File: src/rtl/vjtag_pkg.sv
// Shared types and constants for the virtual-JTAG Avalon readback path.
package vjtag_pkg;

    typedef enum logic [1:0] {
        StIdle  = 2'd0,
        StFetch = 2'd1,
        StDrain = 2'd2
    } state_e;

    localparam logic [1:0]  AVALON_BYTEENABLE_ALL = 2'b11;
    localparam int unsigned JTAG_SYNC_STAGES      = 2;

endpackage

File: src/rtl/vjtag_word_fifo.sv
// Synchronous show-ahead word FIFO with flush; push and pop in one cycle are both honoured.
module vjtag_word_fifo #(
    parameter int unsigned WIDTH = 16,
    parameter int unsigned DEPTH = 8
) (
    input  logic                     clk,
    input  logic                     rst_n,
    input  logic                     flush,
    input  logic                     push,
    input  logic [WIDTH-1:0]         push_data,
    input  logic                     pop,
    output logic [WIDTH-1:0]         pop_data,
    output logic [$clog2(DEPTH):0]   count,
    output logic                     empty
);

    localparam int unsigned PTR_W = $clog2(DEPTH);

    logic [WIDTH-1:0] mem_q [DEPTH];
    logic [PTR_W-1:0] rd_ptr_q;
    logic [PTR_W-1:0] wr_ptr_q;
    logic [PTR_W:0]   count_q;
    logic             full;
    logic             do_push;
    logic             do_pop;

    assign full    = (count_q == (PTR_W + 1)'(DEPTH));
    assign empty   = (count_q == '0);
    // A pop from a full FIFO frees the slot the same-cycle push lands in.
    assign do_pop  = pop && !empty;
    assign do_push = push && (!full || do_pop);

    always_ff @(posedge clk or negedge rst_n) begin
        if (!rst_n) begin
            rd_ptr_q <= '0;
            wr_ptr_q <= '0;
            count_q  <= '0;
        end else if (flush) begin
            rd_ptr_q <= '0;
            wr_ptr_q <= '0;
            count_q  <= '0;
        end else begin
            if (do_push) begin
                wr_ptr_q <= wr_ptr_q + 1'b1;
            end
            if (do_pop) begin
                rd_ptr_q <= rd_ptr_q + 1'b1;
            end
            if (do_push && !do_pop) begin
                count_q <= count_q + 1'b1;
            end else if (!do_push && do_pop) begin
                count_q <= count_q - 1'b1;
            end
        end
    end

    always_ff @(posedge clk) begin
        if (do_push && !flush) begin
            mem_q[wr_ptr_q] <= push_data;
        end
    end

    assign pop_data = mem_q[rd_ptr_q];
    assign count    = count_q;

endmodule

File: src/rtl/vjtag_mm_read.sv
// Avalon-MM block reader feeding a word FIFO, serialised LSB-first onto virtual-JTAG TDO.
module vjtag_mm_read
    import vjtag_pkg::*;
#(
    parameter int unsigned ADDR_W     = 25,
    parameter int unsigned DATA_W     = 16,
    parameter int unsigned FIFO_DEPTH = 8,
    parameter int unsigned CNT_W      = 16
) (
    input  logic              Clk,
    input  logic              Reset,
    input  logic              Start,
    input  logic              Abort,
    input  logic [ADDR_W-1:0] BaseAddress,
    input  logic [CNT_W-1:0]  WordCount,
    input  logic              JTAG_TCK,
    input  logic              JTAG_Capture,
    input  logic              JTAG_Shift,
    output logic              TDO,
    output logic              Avalon_ChipEnable,
    output logic [1:0]        Avalon_ByteEnable,
    output logic              Avalon_Write,
    output logic [DATA_W-1:0] Avalon_WriteData,
    output logic [ADDR_W-1:0] Avalon_Address,
    output logic              Avalon_Read,
    input  logic              Avalon_WaitRequest,
    input  logic [DATA_W-1:0] Avalon_ReadData,
    input  logic              Avalon_ReadDataValid,
    output logic              Busy,
    output logic              Underrun
);

    localparam int unsigned FCNT_W = $clog2(FIFO_DEPTH) + 1;
    localparam int unsigned IDX_W  = $clog2(DATA_W);
    localparam logic [IDX_W-1:0] LAST_IDX = IDX_W'(DATA_W - 1);

    // JTAG strobe synchronisers; TCK carries one extra stage for edge detection.
    logic [2:0]                  tck_sync_q;
    logic [JTAG_SYNC_STAGES-1:0] cap_sync_q;
    logic [JTAG_SYNC_STAGES-1:0] shift_sync_q;
    logic                        cap_prev_q;
    logic                        tck_fall;
    logic                        cap_rise;
    logic                        shift_on;

    state_e              state_q, state_d;
    logic [ADDR_W-1:0]   addr_q, addr_d;
    logic [CNT_W-1:0]    remaining_q, remaining_d;
    logic [FCNT_W-1:0]   outstanding_q, outstanding_d;
    logic                aborted_q, aborted_d;
    logic [DATA_W-1:0]   shreg_q, shreg_d;
    logic [IDX_W-1:0]    idx_q, idx_d;
    logic                underrun_q, underrun_d;

    logic                start_ok;
    logic                accept;
    logic                ret;
    logic                rd_room;
    logic                fifo_flush;
    logic                fifo_push;
    logic                fifo_pop;
    logic [DATA_W-1:0]   fifo_data;
    logic [FCNT_W-1:0]   fifo_count;
    logic                fifo_empty;

    always_ff @(posedge Clk or negedge Reset) begin
        if (!Reset) begin
            tck_sync_q   <= '0;
            cap_sync_q   <= '0;
            shift_sync_q <= '0;
            cap_prev_q   <= 1'b0;
        end else begin
            tck_sync_q   <= {tck_sync_q[1:0], JTAG_TCK};
            cap_sync_q   <= {cap_sync_q[JTAG_SYNC_STAGES-2:0], JTAG_Capture};
            shift_sync_q <= {shift_sync_q[JTAG_SYNC_STAGES-2:0], JTAG_Shift};
            cap_prev_q   <= cap_sync_q[JTAG_SYNC_STAGES-1];
        end
    end

    assign tck_fall = !tck_sync_q[1] && tck_sync_q[2];
    assign cap_rise = cap_sync_q[JTAG_SYNC_STAGES-1] && !cap_prev_q;
    assign shift_on = shift_sync_q[JTAG_SYNC_STAGES-1];

    // Buffered words plus in-flight reads may never exceed the FIFO capacity.
    assign rd_room     = (32'(fifo_count) + 32'(outstanding_q)) < 32'(FIFO_DEPTH);
    assign Avalon_Read = (state_q == StFetch) && (remaining_q != '0) && rd_room;
    assign accept      = Avalon_Read && !Avalon_WaitRequest;
    assign ret         = Avalon_ReadDataValid && (state_q != StIdle) && (outstanding_q != '0);
    assign fifo_push   = ret && !aborted_q;

    always_comb begin
        state_d       = state_q;
        addr_d        = addr_q;
        remaining_d   = remaining_q;
        outstanding_d = outstanding_q;
        aborted_d     = aborted_q;
        fifo_flush    = 1'b0;
        start_ok      = 1'b0;

        if (accept) begin
            addr_d      = addr_q + 1'b1;
            remaining_d = remaining_q - 1'b1;
        end
        if (accept && !ret) begin
            outstanding_d = outstanding_q + 1'b1;
        end else if (!accept && ret) begin
            outstanding_d = outstanding_q - 1'b1;
        end

        unique case (state_q)
            StIdle: begin
                if (Start && (WordCount != '0)) begin
                    state_d       = StFetch;
                    addr_d        = BaseAddress;
                    remaining_d   = WordCount;
                    outstanding_d = '0;
                    aborted_d     = 1'b0;
                    fifo_flush    = 1'b1;
                    start_ok      = 1'b1;
                end
            end
            StFetch: begin
                if (Abort) begin
                    state_d   = StDrain;
                    aborted_d = 1'b1;
                end else if (remaining_q == '0) begin
                    state_d = StDrain;
                end
            end
            StDrain: begin
                if (Abort) begin
                    aborted_d = 1'b1;
                end
                if (outstanding_q == '0) begin
                    state_d = StIdle;
                end
            end
            default: state_d = StIdle;
        endcase
    end

    always_comb begin
        shreg_d    = shreg_q;
        idx_d      = idx_q;
        underrun_d = underrun_q;
        fifo_pop   = 1'b0;

        if (start_ok) begin
            underrun_d = 1'b0;
        end

        if (cap_rise) begin
            idx_d = '0;
            if (!fifo_empty) begin
                fifo_pop = 1'b1;
                shreg_d  = fifo_data;
            end else begin
                shreg_d    = '0;
                underrun_d = 1'b1;
            end
        end else if (tck_fall && shift_on) begin
            if (idx_q == LAST_IDX) begin
                // Word boundary: the next word replaces the shift instead of following it.
                idx_d = '0;
                if (!fifo_empty) begin
                    fifo_pop = 1'b1;
                    shreg_d  = fifo_data;
                end else begin
                    shreg_d    = '0;
                    underrun_d = 1'b1;
                end
            end else begin
                shreg_d = shreg_q >> 1;
                idx_d   = idx_q + 1'b1;
            end
        end
    end

    always_ff @(posedge Clk or negedge Reset) begin
        if (!Reset) begin
            state_q       <= StIdle;
            addr_q        <= '0;
            remaining_q   <= '0;
            outstanding_q <= '0;
            aborted_q     <= 1'b0;
            shreg_q       <= '0;
            idx_q         <= '0;
            underrun_q    <= 1'b0;
        end else begin
            state_q       <= state_d;
            addr_q        <= addr_d;
            remaining_q   <= remaining_d;
            outstanding_q <= outstanding_d;
            aborted_q     <= aborted_d;
            shreg_q       <= shreg_d;
            idx_q         <= idx_d;
            underrun_q    <= underrun_d;
        end
    end

    vjtag_word_fifo #(
        .WIDTH (DATA_W),
        .DEPTH (FIFO_DEPTH)
    ) u_fifo (
        .clk       (Clk),
        .rst_n     (Reset),
        .flush     (fifo_flush),
        .push      (fifo_push),
        .push_data (Avalon_ReadData),
        .pop       (fifo_pop),
        .pop_data  (fifo_data),
        .count     (fifo_count),
        .empty     (fifo_empty)
    );

    assign TDO               = shreg_q[0];
    assign Avalon_Address    = addr_q;
    assign Avalon_ChipEnable = 1'b1;
    assign Avalon_ByteEnable = AVALON_BYTEENABLE_ALL;
    assign Avalon_Write      = 1'b0;
    assign Avalon_WriteData  = '0;
    assign Busy              = (state_q != StIdle);
    assign Underrun          = underrun_q;

endmodule
File: config.mk
export PLATFORM = sky130hd
export DESIGN_NAME = vjtag_mm_read
export DESIGN_NICKNAME = d
export VERILOG_FILES = /design/src/rtl/vjtag_pkg.sv /design/src/rtl/vjtag_word_fifo.sv /design/src/rtl/vjtag_mm_read.sv
export SDC_FILE = /design/constraint.sdc
export NUM_CORES = 1
export LEC_CHECK = 0
export ABC_AREA = 1
export CORE_UTILIZATION = 45
export DETAILED_ROUTE_END_ITERATION = 8
export PLACE_DENSITY = 0.72
export SKIP_CTS_REPAIR_TIMING = 1
export SYNTH_ARGS = -nofsm -noshare
export SYNTH_HDL_FRONTEND = slang
export SYNTH_SLANG_ARGS = --single-unit
export TNS_END_PERCENT = 1
File: constraint.sdc
create_clock -name Clk -period 3.9 [get_ports Clk]
set_clock_uncertainty 0.15 [all_clocks]
set_input_delay 0.585 -clock Clk [delete_from_list [all_inputs] [get_ports Clk]]
set_output_delay 0.585 -clock Clk [all_outputs]
set_load 0.05 [all_outputs]
### After elaboration in Yosys (flattened, before gate mapping)

Memories as Yosys holds them, arrays and structs flattened.
Cells that the tools add are included.

| storage, ports and cells | value |
|---|---|
| bits in registers | 87 |
| RAM bits | 128 |
| bits of input ports | 66 |
| output and inout port bits | 49 |
| logic and storage cells | 125 |
| memories | 1 |

Memories:

| name | depth | width | read ports | clocked after Yosys merged registers in | wr ports | line | text |
|---|---|---|---|---|---|---|---|
| u_fifo.mem_q | 8 | 16 | 1 | 0 | 1 | vjtag_word_fifo.sv:19 | `logic [WIDTH-1:0] mem_q [DEPTH];` |

| cells by class | value |
|---|---|
| add/sub/neg operators | 10 |
| $lt $le $gt $ge | 1 |
| equality and inequality tests | 8 |
| multiplexer cells | 45 |
| reductions and logical operators | 45 |

Operators with widths:

| cell | count |
|---|---|
| 16-bit 2-to-1 mux | 7 |
| 25-bit 2-to-1 mux | 3 |
| 4-bit 2-to-1 mux | 10 |
| 16-bit nonzero test | 2 |
| 25-bit by 1-bit adder with 25-bit output (second input constant) | 1 |
| 1-bit logical AND | 17 |
| 16-bit logical NOT | 1 |
| 16-bit by 1-bit subtractor with 16-bit output (second input constant) | 1 |
| 1-bit 2-to-1 mux | 15 |
| 4-bit by 1-bit adder with 4-bit output (second input constant) | 3 |
| 3-bit 2-to-1 mux | 4 |
| 1-bit logical NOT | 11 |
| 2-bit nonzero test | 5 |
| 4-bit == test (second input constant) | 2 |
| 4-bit logical NOT | 2 |
| 2-bit 2-to-1 mux | 4 |
| 4-bit by 1-bit subtractor with 4-bit output (second input constant) | 2 |
| 3-bit by 1-bit adder with 3-bit output (second input constant) | 2 |
| 2-bit case mux with 3 select lines | 1 |
| 3-bit AND reduction | 2 |
| 4-bit by 4-bit adder with 5-bit output | 1 |
| 5-bit by 4-bit < comparator with 1-bit output (second input constant) | 1 |
| 2-bit != test (second input constant) | 2 |
| 4-bit nonzero test | 1 |
| other kinds (9) | 9 |

### Logic depth before layout (Yosys ltp)

| logic depth | value |
|---|---|
| depth in word-level cells | 13 |
| gate-level depth with buffers | 16 |
| depth with buffers taken out | 16 |

### Hierarchy

Synthesis repeated with hierarchy kept, for this count alone.

| second synthesis, totals | value |
|---|---|
| cells, all modules | 1172 |
| area, all modules | 10691.5 µm² |

Modules (own cells, without submodules):

| module | times used | cells an instance | area an instance (µm²) | seq. area each (µm²) |
|---|---|---|---|---|
| vjtag_word_fifo | 1 | 493 | 5730.5 | 4093.9 |
| vjtag_mm_read | 1 | 679 | 4961.0 | 1926.8 |

### Least setup slack after synthesis

Ideal clock, no wire load.

| path | value |
|---|---|
| kind | register -> register |
| from | register state_q[0] |
| to | memory u_fifo.mem_q[0][0] (enable) |
| setup time | 388 ps |
| arrival time | 2347 ps |
| required time | 3362 ps |
| slack | 1015 ps |
| cell stages (with the launch flop) | 10 |
| path buffers | 0 |
| period minus slack after synthesis | 2885 ps |
| cell sequence | dfrtp_1 inv_1 ha_1 inv_1 nand3_1 nor2_1 o21ai_1 inv_2 nand2_1 nor2_1 |

| between the ends | value |
|---|---|
| word-level cells in the longest chain between the ends | 8 |
| elaborated cells on any way between the ends | 11 |
| those cells by class | mux: 3; reduce/logical: 8 |

RTL lines:

| item | line | text |
|---|---|---|
| from (decl) | vjtag_mm_read.sv:46 | `state_e state_q, state_d;` |
| from (signal assigned) | vjtag_mm_read.sv:181 | `state_q <= StIdle;` |
| from (signal assigned) | vjtag_mm_read.sv:190 | `state_q <= state_d;` |
| 2-bit nonzero test | n/a |  |
| named net Busy | vjtag_mm_read.sv:29 | `output logic Busy,` |
| 1-bit logical AND (2 in series) | vjtag_mm_read.sv:88 | `assign ret = Avalon_ReadDataValid && (state_q != StIdle) && (outstanding_q != '0);` |
| 1-bit logical AND | vjtag_mm_read.sv:89 | `assign fifo_push = ret && !aborted_q;` |
| 1-bit logical AND | vjtag_word_fifo.sv:31 | `assign do_push = push && (!full \|\| do_pop);` |
| 1-bit logical AND | vjtag_word_fifo.sv:58 | `if (do_push && !flush) begin` |
| 1-bit 2-to-1 mux | vjtag_word_fifo.sv:58 |  |
| 1-bit 2-to-1 mux (implied by the code) | vjtag_word_fifo.sv:59 | `mem_q[wr_ptr_q] <= push_data;` |
| to (decl) | vjtag_word_fifo.sv:19 |  |

The timed path passes the listed nets, and every way through them passes these cells.

### Worst setup path in the final report

| path | value |
|---|---|
| from | register remaining_q[0] |
| to | output port Avalon_Read |

| between the ends | value |
|---|---|
| word-level cells in the longest chain between the ends | 3 |

RTL lines:

| item | line | text |
|---|---|---|
| from (decl) | vjtag_mm_read.sv:48 | `logic [CNT_W-1:0] remaining_q, remaining_d;` |
| from (signal assigned) | vjtag_mm_read.sv:192 | `remaining_q <= remaining_d;` |
| 16-bit nonzero test | vjtag_mm_read.sv:86 | `assign Avalon_Read = (state_q == StFetch) && (remaining_q != '0) && rd_room;` |
| 1-bit logical AND (2 in series) | vjtag_mm_read.sv:86 |  |
| to (decl) | vjtag_mm_read.sv:25 | `output logic Avalon_Read,` |

No other way between the ends.

==> impl_metrics.xml <==
<?xml version="1.0" encoding="UTF-8"?>
<metrics>
  <group name="run_status">
    <metric name="status" unit="">completed</metric>
  </group>
  <group name="power">
    <metric name="irDropWorstVdd" unit="mV">0.4741</metric>
    <metric name="power.density_cell_area" unit="nW/um2">712.4</metric>
    <metric name="leakagePower" unit="nW">5.443</metric>
    <metric name="p_clk_frac" unit="">0.250</metric>
    <metric name="p_int" unit="mW">5.367</metric>
    <metric name="power.share.switching" unit="">0.4038</metric>
    <metric name="netSwitchingPower" unit="mW">3.635</metric>
    <metric name="power.share.sequential" unit="">0.362</metric>
    <metric name="power.share.combinational" unit="">0.388</metric>
  </group>
  <group name="detailed_routing">
    <metric name="num_vias" unit="">8246</metric>
    <metric name="vias_per_cell" unit="">5.103</metric>
    <metric name="first_iter_violations" unit="">542</metric>
    <metric name="detail_route.drc_violations" unit="">0</metric>
    <metric name="ant_nets" unit="">0</metric>
    <metric name="routed_wire_length_per_instance" unit="um">14.88</metric>
    <metric name="wirelength" unit="um">24040</metric>
    <metric name="drtPass1Iterations" unit="">5</metric>
  </group>
  <group name="synthesis">
    <metric name="yosysUniqueCellTypes" unit="">36</metric>
    <metric name="post_synth_mux_area_share" unit="">0</metric>
    <metric name="synth-compound-area-share" unit="">0.08015</metric>
    <metric name="post_synth_and_or_nand_nor_area_fraction" unit="">0.2271</metric>
    <metric name="synth.area.top_cells" unit="">edfxtp_1 (36%), dfrtp_1 (20%), nand2_1 (12%)</metric>
    <metric name="synth_top_cell_by_area" unit="">edfxtp_1</metric>
    <metric name="synth_top_family_by_area" unit="">simple AND/OR/NAND/NOR gates</metric>
    <metric name="yosys.area_share.xor_xnor" unit="">0.02300</metric>
    <metric name="synth_top_cell_area_share" unit="">0.3605</metric>
    <metric name="postSynth.asyncResetShare" unit="">0.4047</metric>
    <metric name="yosys.area_share.adder" unit="">0.02065</metric>
    <metric name="ys.warnings.count" unit="">0</metric>
    <metric name="synth.cell_area" unit="um2">10660</metric>
    <metric name="postSynthCellCount" unit="">1191</metric>
    <metric name="syn_avg_cell_area" unit="um2">8.952</metric>
    <metric name="synth-main-ff-cell" unit="">edfxtp_1</metric>
    <metric name="synth_seq_area_share" unit="">0.5647</metric>
    <metric name="synth_edf_count" unit="">128</metric>
    <metric name="ys_seq_elements" unit="">215</metric>
  </group>
  <group name="worst_setup_path">
    <metric name="critical_path_peak_fanout" unit="">4</metric>
    <metric name="critical_path_s_largest_stage_delay" unit="ns">0.83</metric>
    <metric name="worst_setup_path_start_kind" unit="">flip-flop</metric>
    <metric name="path_delay_family" unit="">buffers and inverters</metric>
    <metric name="crit_path_cell_trace" unit="">inv_1 -&gt; ha_1 -&gt; nand2_2 -&gt; nor2_4 -&gt; nand2_2 -&gt; nand2_1 -&gt; nor2_2 -&gt; clkdlybuf4s50_1</metric>
    <metric name="crit_type" unit="">reg -&gt; out</metric>
    <metric name="worstPathArrival" unit="ns">2.59</metric>
    <metric name="crit_path_frequent_cell" unit="">nand2_2</metric>
    <metric name="buf_inv_stages_crit_path" unit="">2</metric>
    <metric name="slowest_stage" unit="">clkdlybuf4s50_1</metric>
    <metric name="cp_data_required_time" unit="ns">3.16</metric>
    <metric name="cp-end-kind" unit="">primary output</metric>
  </group>
  <group name="grt">
    <metric name="global_route.usage.total" unit="">0.2040</metric>
    <metric name="grt-ovfl-total" unit="">0</metric>
    <metric name="antenna_found_initial" unit="">0</metric>
    <metric name="grt_max_degree" unit="">67</metric>
    <metric name="grt_first_pass_wirelength" unit="um">39520</metric>
    <metric name="first_global_vias" unit="">7857</metric>
  </group>
  <group name="sta">
    <metric name="final.setup.tns" unit="ns">0</metric>
    <metric name="fin_crit_sh" unit="">0.8528</metric>
    <metric name="fin_crit" unit="ns">3.326</metric>
    <metric name="unrepaired_setup_endpoints_after_global_routing" unit="">no</metric>
    <metric name="maxSlewViolCount" unit="">0</metric>
    <metric name="tightest_slew" unit="ns">1.027</metric>
    <metric name="hold_violation_total_from_the_final_report" unit="">0</metric>
    <metric name="max_slew_margin_vs_limit" unit="">0.3144</metric>
    <metric name="final-setup-viol-count" unit="">0</metric>
    <metric name="max_freq" unit="GHz">0.3007</metric>
  </group>
  <group name="die">
    <metric name="start_util" unit="">0.4652</metric>
    <metric name="row_count" unit="">55</metric>
    <metric name="die_w" unit="um">155.9</metric>
    <metric name="die_area" unit="um2">24310</metric>
    <metric name="fp.dieH" unit="um">155.9</metric>
    <metric name="io-pin-count" unit="">115</metric>
    <metric name="core_area" unit="um2">22920</metric>
  </group>
  <group name="place">
    <metric name="gpl.final_weighted_congestion" unit="">0.8897</metric>
    <metric name="number_of_placed_instances_with_taps_included" unit="">1571</metric>
    <metric name="dp.final_hpwl" unit="um">15580</metric>
    <metric name="numPortBuffers" unit="">94</metric>
  </group>
  <group name="clock_tree">
    <metric name="cts_tree" unit="">built</metric>
    <metric name="clockRootBuffer" unit="">clkbuf_16</metric>
    <metric name="clock_latency" unit="ns">0.51</metric>
    <metric name="cts.sinks" unit="">215</metric>
    <metric name="clk_pin_slew_worst_paths" unit="ns">0.06</metric>
    <metric name="cts.htree.levels" unit="">1</metric>
    <metric name="cts_made_buffers" unit="">24</metric>
    <metric name="max-clock-path-buffers" unit="">3</metric>
  </group>
  <group name="layout">
    <metric name="stdcell_count" unit="">1616</metric>
    <metric name="final_nets" unit="">1368</metric>
    <metric name="drive_gt1_frac" unit="">0.05909</metric>
    <metric name="fillers" unit="">2018</metric>
    <metric name="number_of_diodes" unit="">0</metric>
    <metric name="finalCoreUtilization" unit="">0.5514</metric>
    <metric name="layout-area-overhead-vs-synth" unit="%">18.52</metric>
  </group>
  <group name="worst_hold_path">
    <metric name="worstHoldPathType" unit="">reg -&gt; reg</metric>
  </group>
  <group name="job">
    <metric name="max_cap_violations" unit="">0</metric>
  </group>
</metrics>
-- logic make-up (layout without fill, tap and decap cells) --
kind of cell | Yosys count | in the layout
other | 2 | 20
AO/OA/AOI/OAI | 142 | 142
AND/OR/NAND/NOR | 587 | 587
flip-flops | 215 | 215
XOR/XNOR | 28 | 28
buffers and inverters | 200 | 294
adder cells (fa/ha/maj) | 17 | 17
-- cell usage in the layout (no fill, tap or decap), types with 2 or more instances in the layout --
master / instances
xor2_1: 18
conb_1: 20
clkinv_2: 5
clkdlybuf4s50_1: 93
a21oi_1: 23
clkbuf_16: 24
inv_1: 125
inv_2: 6
nand3_1: 72
dfrtp_1: 86
a32o_1: 14
nand2_2: 3
buf_4: 22
o22ai_1: 18
nand2_1: 354
o211ai_1: 18
o21ai_0: 45
nand4_1: 12
xnor2_1: 10
ha_1: 16
nor3_1: 10
clkinv_4: 2
nor2_1: 118
nor2_2: 3
nand3b_1: 7
nor4_1: 4
clkbuf_1: 2
bufinv_16: 3
clkinv_1: 7
edfxtp_1: 128
o21ai_1: 22
-- registers in the layout, summed over array words and instances, names as in the netlist, 4 cells and up --
| name | count |
|---|---|
| u_fifo.mem_q | 128 |
| Avalon_Address | 25 |
| remaining_q | 16 |
| shreg_q | 16 |
| idx_q | 4 |
| outstanding_q | 4 |
| u_fifo.count | 4 |
-- power groups by stage --
stage / combinational, mW / sequential [mW] / clock, mW
after floorplan: 2.16 / 3.64 / 0
after global placement: 3.41 / 3.28 / 0
after detailed placement: 3.50 / 3.29 / 0
after CTS: 3.51 / 3.26 / 2.30
after global routing: 3.91 / 3.31 / 2.39
final: 3.49 / 3.26 / 2.25
-- stage by stage --
step	hold WS, ns	cell area (um2)	power (mW)	worst slack, ns
global placement	0.1843	11830	6.697	0.9595
detailed placement	0.1847	11830	6.790	0.8713
floorplan	0.1394	10730	5.799	1.015
finish	0.1985	12640	9.002	0.5740
CTS	-0.1163	12630	9.067	0.5479
global route	0.2180	12640	9.612	0.4127
-- cell type report --
cell class                 count  area (um2)  share of cell area
sequential                   215        6022              0.4766
multi-input combinational    794        3816              0.3020
timing repair buffer         116        1106             0.08753
clock buffer                  26       608.1             0.04812
inverter                     134       503.0             0.03981
tap                          313       391.6             0.03099
clock inverter                18       188.9             0.01495
-- routing by layer --
metal / wire length, um / track usage / vias to the layer above / share of wire
li1: - / - / 4068 / -
met1: 10510 / 0.2715 / 3916 / 0.44
met2: 11820 / 0.3489 / 230 / 0.49
met3: 1208 / 0.02500 / 32 / 0.050
met4: 509 / 0.06069 / 0 / 0.021
met5: 0 / 0 / - / 0
-- synthesized netlist by cell type, types with 2 or more instances --
master / count
a21oi_1: 23
a32o_1: 14
buf_1: 2
buf_2: 20
buf_4: 27
buf_6: 2
clkbuf_1: 15
clkinv_1: 3
conb_1: 2
dfrtp_1: 87
edfxtp_1: 128
ha_1: 16
inv_1: 125
inv_2: 6
nand2_1: 354
nand2_2: 3
nand3_1: 72
nand3b_1: 7
nand4_1: 12
nor2_1: 118
nor2_2: 3
nor3_1: 10
nor4_1: 4
o211ai_1: 18
o21ai_0: 45
o21ai_1: 22
o22ai_1: 18
xnor2_1: 10
xor2_1: 18
-- path summary, 6_finish.rpt --
path                           startpoint                  to  slack [ns]  cells past startpoint
setup reg to reg                 idx_q[1]     u_fifo.count[3]        1.01                     16
max in group asynchronous           Reset  Avalon_Address[18]        2.45                      3
min in group asynchronous           Reset      remaining_q[9]        0.41                      2
setup / recovery           remaining_q[0]         Avalon_Read        0.57                      8
hold reg to reg             tck_sync_q[0]       tck_sync_q[1]        0.20                      0
hold / removal              tck_sync_q[0]       tck_sync_q[1]        0.20                      0
Note: power is estimated with default switching activity, not from simulation.
